<file path="config.mk">
export PLATFORM = sky130hd
export DESIGN_NAME = mygo_chan_recv
export DESIGN_NICKNAME = d
export VERILOG_FILES = /design/src/rtl/mygo_chan_recv.sv
export SDC_FILE = /design/constraint.sdc
export NUM_CORES = 1
export LEC_CHECK = 0
export CAP_MARGIN = 0
export CORE_AREA = 2 2 109 111
export DETAILED_ROUTE_END_ITERATION = 10
export DIE_AREA = 0 0 111 113
export GPL_TIMING_DRIVEN = 0
export PLACE_DENSITY_LB_ADDON = 0.3
export SYNTH_ARGS = -nofsm -noshare
export SYNTH_HDL_FRONTEND = slang
export SYNTH_SLANG_ARGS = --single-unit
</file>
<file path="constraint.sdc">
create_clock -name clk -period 4.2 [get_ports clk]
set_input_delay 0.84 -clock clk [delete_from_list [all_inputs] [get_ports clk]]
set_output_delay 0.84 -clock clk [all_outputs]
set_load 0.01 [all_outputs]
</file>
<file path="src/rtl/mygo_chan_recv.sv">
// Receive endpoint for a lowered Go channel: turns a level receive request into one
// valid/ready handshake on the FIFO output. Optional timeout: MYGO_CHAN_RECV_TIMEOUT_EN.
module mygo_chan_recv #(
    parameter int WIDTH   = 32,
    parameter int TIMEOUT = 255,
    parameter int TO_BITS = $clog2(TIMEOUT + 1)
) (
    input  logic             clk,
    input  logic             rst_n,
    input  logic [WIDTH-1:0] ch_data,
    input  logic             ch_valid,
    output logic             ch_ready,
    input  logic             recv_req,
    output logic             recv_done,
    output logic [WIDTH-1:0] recv_data,
    output logic             recv_ok,
    output logic             busy,
    output logic [31:0]      recv_count,
    output logic [1:0]       dbg_state
);

    // Handshake: an element transfers on a rising edge where ch_valid and ch_ready are both 1.
    // ch_ready is a decode of the WAIT state only, so it never depends on ch_valid.
    typedef enum logic [1:0] {
        S_IDLE = 2'd0,
        S_WAIT = 2'd1,
        S_DONE = 2'd2
    } state_t;

    state_t           state_q, state_d;
    logic [WIDTH-1:0] data_q, data_d;
    logic             ok_q, ok_d;
    logic [31:0]      count_q, count_d;
    logic             handshake;
    logic             timeout_hit;

    assign handshake = (state_q == S_WAIT) && ch_valid;

`ifdef MYGO_CHAN_RECV_TIMEOUT_EN
    logic [TO_BITS-1:0] to_cnt_q, to_cnt_d;

    // Cleared while idle so it starts from zero on every entry to WAIT.
    always_comb begin
        to_cnt_d = to_cnt_q;
        if (state_q == S_IDLE) begin
            to_cnt_d = '0;
        end else if ((state_q == S_WAIT) && !handshake) begin
            to_cnt_d = to_cnt_q + TO_BITS'(1);
        end
    end

    assign timeout_hit = (state_q == S_WAIT) && !ch_valid &&
                         (to_cnt_q == TO_BITS'(TIMEOUT - 1));

    always_ff @(posedge clk or negedge rst_n) begin
        if (!rst_n) begin
            to_cnt_q <= '0;
        end else begin
            to_cnt_q <= to_cnt_d;
        end
    end
`else
    assign timeout_hit = 1'b0;
`endif

    always_comb begin
        state_d = state_q;
        data_d  = data_q;
        ok_d    = ok_q;
        count_d = count_q;
        case (state_q)
            S_IDLE: begin
                if (recv_req) begin
                    state_d = S_WAIT;
                end
            end
            S_WAIT: begin
                if (handshake) begin
                    data_d  = ch_data;
                    ok_d    = 1'b1;
                    count_d = count_q + 32'd1;
                    state_d = S_DONE;
                end else if (timeout_hit) begin
                    ok_d    = 1'b0;
                    state_d = S_DONE;
                end
            end
            S_DONE: begin
                state_d = S_IDLE;
            end
            default: begin
                state_d = S_IDLE;
            end
        endcase
    end

    always_ff @(posedge clk or negedge rst_n) begin
        if (!rst_n) begin
            state_q <= S_IDLE;
            data_q  <= '0;
            ok_q    <= 1'b0;
            count_q <= '0;
        end else begin
            state_q <= state_d;
            data_q  <= data_d;
            ok_q    <= ok_d;
            count_q <= count_d;
        end
    end

    assign ch_ready   = (state_q == S_WAIT);
    assign recv_done  = (state_q == S_DONE);
    assign busy       = (state_q != S_IDLE);
    assign recv_data  = data_q;
    assign recv_ok    = ok_q;
    assign recv_count = count_q;
    assign dbg_state  = state_q;

endmodule
</file>
==> results.py, run 1 <==
metrics = {
    "clock_tree": {
        "cts_setup_buffers": 0,
        "htree_levels": 3,
        "ctsRootBufferMaster": "clkbuf_16",
        "clock_latency_ps": 320,
        "clk_path_buf_depth": 2,
        "clk_pin_slew_worst_paths_ps": 60,
        "cts_resized": 0,
        "cts_hold_buf": 0,
        "cts_tree": "yes",
        "cts_inserted_buffers": 9,
        "clock_sinks": 67,
    },
    "die": {
        "fp.coreArea_sq_um": 11300,
        "die_w_microns": 111,
        "start_util_pct": 24.8,
        "top_level_ports": 106,
        "rows": 39,
        "floorplan.die_area_sq_um": 12500,
        "chipHeight_microns": 113,
    },
    "final_layout": {
        "final_cells": 541,
        "multiInputGateArea_sq_um": 1050,
        "final_layout_size_suffix_gt1_share_pct": 6.53,
        "nets": 430,
        "final_core_utilization_pct": 38.3,
        "area_delta_synth_final_pct": 54.5,
        "sequential_cell_area_sq_um": 1680,
        "n_antenna_cell": 0,
        "final_common_cell": "nand2_1",
        "count_of_fill_cells_added_during_filler_insertion": 1160,
        "commonest_cells_after_routing_fill_and_taps_aside": "nand2_1, clkdlybuf4s50_1, dfrtp_1",
    },
    "synth": {
        "main_combinational_cell_family_by_area_after_synthesis": "simple AND/OR/NAND/NOR gates",
        "synth_enable_flop_cells": 0,
        "mappedNetlistNets": 314,
        "synth_compound_area_share_pct": 0.269,
        "synthDistinctLibCells": 26,
        "xor_xnor_share_of_the_synthesized_area_pct": 9.72,
        "synth.avg_cell_area_sq_um": 10.1,
        "yosys-mux-area-fraction_pct": 0,
        "mappedNetlistArea_sq_um": 2790,
        "synth.ff_latch_count": 67,
        "area_share_of_and_or_nand_nor_cells_after_synthesis_pct": 27.0,
        "synth-seq-area-share_pct": 60.0,
        "yosys_warnings": 0,
        "async_flop_share_pct": 100,
        "post_synthesis_cell_count": 277,
        "synth_ff_type": "dfrtp_1",
        "post_synth_fa_ha_maj_area_fraction_pct": 0.448,
    },
    "worst_setup_path": {
        "timing.critical_path.arrival_ps": 1550,
        "crit_path_start_kind": "register",
        "worst-r2r-cell-count": 5,
        "worst_setup_path_end_kind": "output port",
        "reg2reg_setup_slack_ps": 2370,
        "worst-path-max-fanout": 7,
        "regToRegEndpoint": "recv_count[29]",
        "required_ps": 3360,
        "crit_type": "register to output port",
        "crit-reg2reg-launch": "dbg_state[1]",
    },
    "placement": {
        "place_congestion": 0.729,
        "post-dp-hpwl_mm": 5.03,
        "io_buffers": 105,
        "dp.cells": 525,
    },
    "sta": {
        "timing.max_slew.rel_slack_pct": 42.7,
        "hold_ws_ps": 472,
        "rsz_0062_raised_after_global_routing": "false",
        "drv_slew": 0,
        "post-route-period-util_pct": 56.9,
        "max_slew.worst_pin.slew_ps": 860,
        "final_worst_path_period_need_ps": 2390,
        "fin_skew_ps": 7.09,
        "setup-violations-final": 0,
        "timing.fmax_mhz": 418,
        "finalHoldViolations": 0,
    },
    "route": {
        "drc": 0,
        "routed-via-count": 2332,
        "avgRoutedWirePerCell_microns": 13.4,
        "drt_first_pass_iters": 4,
        "avg_vias_per_cell": 4.31,
        "ant_nets": 0,
        "finalWirelength_mm": 7.25,
        "drt-initial-drc-count": 68,
    },
    "hold_path": {
        "min_to": "recv_count[31]",
        "worst_hold_path_depth": 1,
        "hp-class": "register to register",
        "min-delay-start": "recv_count[31]",
    },
    "global_routing": {
        "grt_start_max_net_pins": 68,
        "grt_antenna_before_repair": 0,
        "grt_pass1_wl_mm": 12.2,
        "grt_overflow": 0,
        "grt_pass1_vias": 2418,
        "grt_use_total_pct": 12.1,
    },
    "power_and_ir_drop": {
        "powerDensity_nw_per_um2": 574,
        "max-vdd-ir-drop_mv": 0.273,
        "p_leak_nw": 1.94,
    },
    "outcome": {
        "run_status": "finished clean",
    },
    "flow_run": {
        "max_capacitance_violation_count": 0,
    },
}
==> worst max-delay path, stage by stage (launching register included) <==
cell and delay (ps):
dfrtp_1 440, or2_2 320, clkdlybuf4s50_1 480
==> worst max path at each step <==
stage | from | end | slack (ps)
detailed placement | ch_valid | recv_count[29] | 1480
global route | ch_valid | recv_count[29] | 1720
floorplan | ch_valid | recv_count[28] | 2430
CTS | dbg_state[0] | busy | 1790
global placement | rst_n | recv_data[12] | -130
finish | dbg_state[0] | busy | 1810
==> synthesized netlist by cell type, types with 2 or more instances <==
library cell,number,share of area [%]
nand2_1,106,14
dfrtp_1,67,60
xnor2_1,28,8.8
nand4_1,17,3.8
nand3_1,12,2.1
buf_2,6,1.1
and2_1,5,1.1
and4_1,5,1.6
nor2_1,5,0.67
and3_1,3,0.67
buf_1,3,0.40
xor2_1,3,0.94
inv_1,2,0.27
nor2b_1,2,0.45
nor4_1,2,0.45
==> layout make-up <==
type                    count  area share, %
inverters                   3          0.261
clock buffers              10           5.30
flip-flops and latches     67           38.8
well taps                 143           4.14
multi-input cells         196           24.2
repair buffers            105           24.3
plain buffers              11           1.39
clock inverters             6           1.54
==> through the flow <==
stage / TNS [ps] / setup slack (ps) / area [sq um] / power, mW
after global routing: 0 / 1720 / 4320 / 2.64
after floorplan: 0 / 2430 / 2790 / 1.25
final: 0 / 1810 / 4320 / 2.48
after detailed placement: 0 / 1480 / 4020 / 1.76
after global placement: -8340 / -129 / 4020 / 1.74
after CTS: 0 / 1790 / 4320 / 2.52
==> power by group <==
group | internal (mW) | leakage, nW | total (mW) | switching [mW]
Combinational | 0.440 | 0.924 | 0.790 | 0.350
Sequential | 0.823 | 0.870 | 0.946 | 0.123
Clock | 0.461 | 0.146 | 0.744 | 0.283
Total | 1.72 | 1.94 | 2.48 | 0.756
==> state kept, by name, indices dropped and copies added, names as in the netlist <==
name / flops
recv_count: 32
recv_data: 32
dbg_state: 2
recv_ok: 1
==> cells by family (layout without fill, tap and decap cells) <==
logic type / count (synthesis) / count (layout)
xor gates and xnor gates: 31 / 31
buffers and inverters: 14 / 135
DFF: 67 / 67
AOI/OAI and AO/OA: 1 / 1
and+or+nand+nor: 163 / 163
adders and majority gates: 1 / 1
==> routing by layer <==
layer	vias up	global-route usage, %	share of wire, %
met3	4	3.64	5.7
met4	0	4.75	0.77
met2	61	19.2	48
met5	-	0	0
li1	1137	-	-
met1	1130	15.5	45
Power figures use the tool's default switching activity.
==> inputs of run 2 (changes only) <==
clock period = 2.06 ns   (was 4.2 ns; I/O delays follow)
==> results of run 2 <==
The final DEF is identical to that of run 1. Status: finished clean.
Among the figures that moved: setup slack after placement 1480 ps -> -234 ps; setup slack after layout 1810 ps -> 96.7 ps; hold slack 472 ps -> 204 ps; register-to-register setup slack 2370 ps -> 230 ps; total power 2.48 mW -> 5.06 mW; worst IR drop on VDD 0.273 mV -> 0.556 mV
==> inputs of run 3 (changes only) <==
CTS_BUF_LIST = sky130_fd_sc_hd__clkbuf_8   (was default)
==> run 3 against run 2 <==
Effect of this change: combinational power about the same; wire length decreased by 0.65%; maximum frequency decreased by 0.96%; worst hold slack got worse by 25 ps; worst setup slack got worse by 19 ps; critical path type unchanged; first-iteration DRC count decreased by 12%.
==> results.py, run 3 (synthesis results as in run 1) <==
metrics = {
    "outcome": {
        "run_status": "finished clean",
    },
    "power_and_ir_drop": {
        "power.share.clock_pct": 23.5,
        "seq_power_share_pct": 41.7,
        "powerDensity_nw_per_um2": 1090,
        "max-vdd-ir-drop_mv": 0.464,
        "netSwitchingPower_mw": 1.49,
        "pwr-share-comb_pct": 34.8,
        "total_power_mw": 4.62,
        "power.share.switching_pct": 32.2,
        "p_leak_nw": 1.90,
        "internal-power_mw": 3.13,
    },
    "final_layout": {
        "final_common_cell": "nand2_1",
        "final_layout_size_suffix_gt1_share_pct": 6.53,
        "area_delta_synth_final_pct": 50.9,
        "nets": 430,
        "n_antenna_cell": 0,
        "count_of_fill_cells_added_during_filler_insertion": 1170,
        "commonest_cells_after_routing_fill_and_taps_aside": "nand2_1, clkdlybuf4s50_1, dfrtp_1",
    },
    "sta": {
        "finalHoldViolations": 0,
        "rsz_0062_raised_after_global_routing": "false",
        "timing.fmax_mhz": 504,
        "post-route-period-util_pct": 96.2,
        "drv_slew": 0,
        "max_slew.worst_pin.slew_ps": 855,
        "timing.max_slew.rel_slack_pct": 43.0,
        "final_worst_path_period_need_ps": 1980,
        "fin_skew_ps": 10.5,
        "setup-violations-final": 0,
        "final_critical_path_setup_slack_ps": 77.6,
    },
    "die": {
        "top_level_ports": 106,
        "start_util_pct": 24.8,
        "floorplan.die_area_sq_um": 12500,
        "chipHeight_microns": 113,
        "die_w_microns": 111,
        "rows": 39,
        "fp.coreArea_sq_um": 11300,
    },
    "clock_tree": {
        "clock_latency_ps": 340,
        "clk_path_buf_depth": 2,
        "cts_hold_buf": 0,
        "cts_inserted_buffers": 9,
        "cts_setup_buffers": 0,
        "clock_sinks": 67,
        "ctsRootBufferMaster": "clkbuf_8",
        "cts_resized": 0,
        "htree_levels": 3,
        "cts_tree": "yes",
        "clk_pin_slew_worst_paths_ps": 80,
    },
    "flow_run": {
        "max_capacitance_violation_count": 0,
    },
    "route": {
        "drt_first_pass_iters": 4,
        "drc": 0,
        "finalWirelength_mm": 7.21,
        "drt-initial-drc-count": 60,
        "ant_nets": 0,
        "routed-via-count": 2326,
        "avg_vias_per_cell": 4.30,
        "avgRoutedWirePerCell_microns": 13.3,
    },
    "worst_setup_path": {
        "crit-reg2reg-launch": "dbg_state[1]",
        "worst-path-stages": 2,
        "worst-path-max-fanout": 7,
        "critPathTopFamily": "buffers and inverters",
        "critical-path-max-stage-delay_ps": 480,
        "worstSetupEndpoint": "busy",
        "required_ps": 1650,
        "crit_type": "register to output port",
        "critical-path-slowest-cell": "clkdlybuf4s50_1",
        "worst-r2r-cell-count": 5,
        "regToRegEndpoint": "recv_count[29]",
        "cp.buffers_inverters": 1,
        "worst_setup_path_end_kind": "output port",
        "crit_path_start_kind": "register",
        "timing.critical_path.from": "dbg_state[0]",
        "reg2reg_setup_slack_ps": 210,
        "timing.critical_path.arrival_ps": 1570,
        "path_cells": "or2_2 > clkdlybuf4s50_1",
    },
    "placement": {
        "io_buffers": 105,
        "place_congestion": 0.729,
        "post-dp-hpwl_mm": 5.03,
        "preCtsSetupSlack_ps": -234,
    },
    "global_routing": {
        "grt_start_max_net_pins": 68,
        "grt_overflow": 0,
        "grt_pass1_vias": 2421,
        "grt_antenna_before_repair": 0,
        "grt_use_total_pct": 11.9,
        "grt_pass1_wl_mm": 12.1,
    },
    "hold_path": {
        "hp-class": "input pin to async pin",
    },
}
==> run 3: cell type report <==
type	count	area, sq um	area share, %
Sequential cell	67	1680	39.8
Timing Repair Buffer	105	1050	24.9
Multi-Input combinational cell	196	1050	24.8
Tap cell	143	179	4.24
Clock buffer	9	124	2.94
Clock inverter	7	70.1	1.66
Buffer	11	60.1	1.42
Inverter	3	11.3	0.267
==> run 3: how the worst min path moves through the flow <==
stage / startpoint / to / slack (ps) / cells after the start
2_1_floorplan: rst_n / dbg_state[0] / 120 / 0
3_3_place_gp: recv_ok / recv_ok / 450 / 1
3_5_place_dp: recv_ok / recv_ok / 460 / 1
4_1_cts: rst_n / recv_data[20] / 210 / 1
5_1_grt: rst_n / recv_data[30] / 260 / 1
6_report: rst_n / recv_data[20] / 180 / 1
==> run 3: layer usage <==
metal  part of all wire [%]  GRT usage [%]  vias to the layer above
met2                     47           19.1                       59
met4                    1.2           4.50                        0
met3                    5.8           3.64                        6
met1                     45           15.4                     1125
met5                      0              0                        -
li1                       -              -                     1136
==> run 3: worst register-to-register path: stages, from the launching register on <==
cell	delay, ps
dfrtp_1	430
nand3b_1	220
nor2_1	450
buf_2	340
nand4_1	150
xnor2_1	160
==> run 3: power by group through the flow <==
| stage | clock, mW | sequential, mW | combinational, mW |
|---|---|---|---|
| 5_1_grt | 1.19 | 1.98 | 1.77 |
| 2_1_floorplan | 0 | 2.10 | 0.457 |
| 4_1_cts | 1.13 | 1.93 | 1.65 |
| 3_3_place_gp | 0 | 1.93 | 1.62 |
| 3_5_place_dp | 0 | 1.95 | 1.64 |
| 6_report | 1.08 | 1.92 | 1.61 |
==> run 3: stage by stage <==
| step | setup TNS (ps) | utilization [%] | cells | hold slack [ps] | area, sq um |
|---|---|---|---|---|---|
| floorplan | 0 | - | 277 | 116 | 2790 |
| global placement | -125890 | 35.7 | 525 | 452 | 4020 |
| finish | 0 | 37.4 | 541 | 180 | 4220 |
| CTS | 0 | 37.4 | 541 | 208 | 4220 |
| detailed placement | -3700 | 35.7 | 525 | 456 | 4020 |
| global route | 0 | 37.4 | 541 | 262 | 4220 |
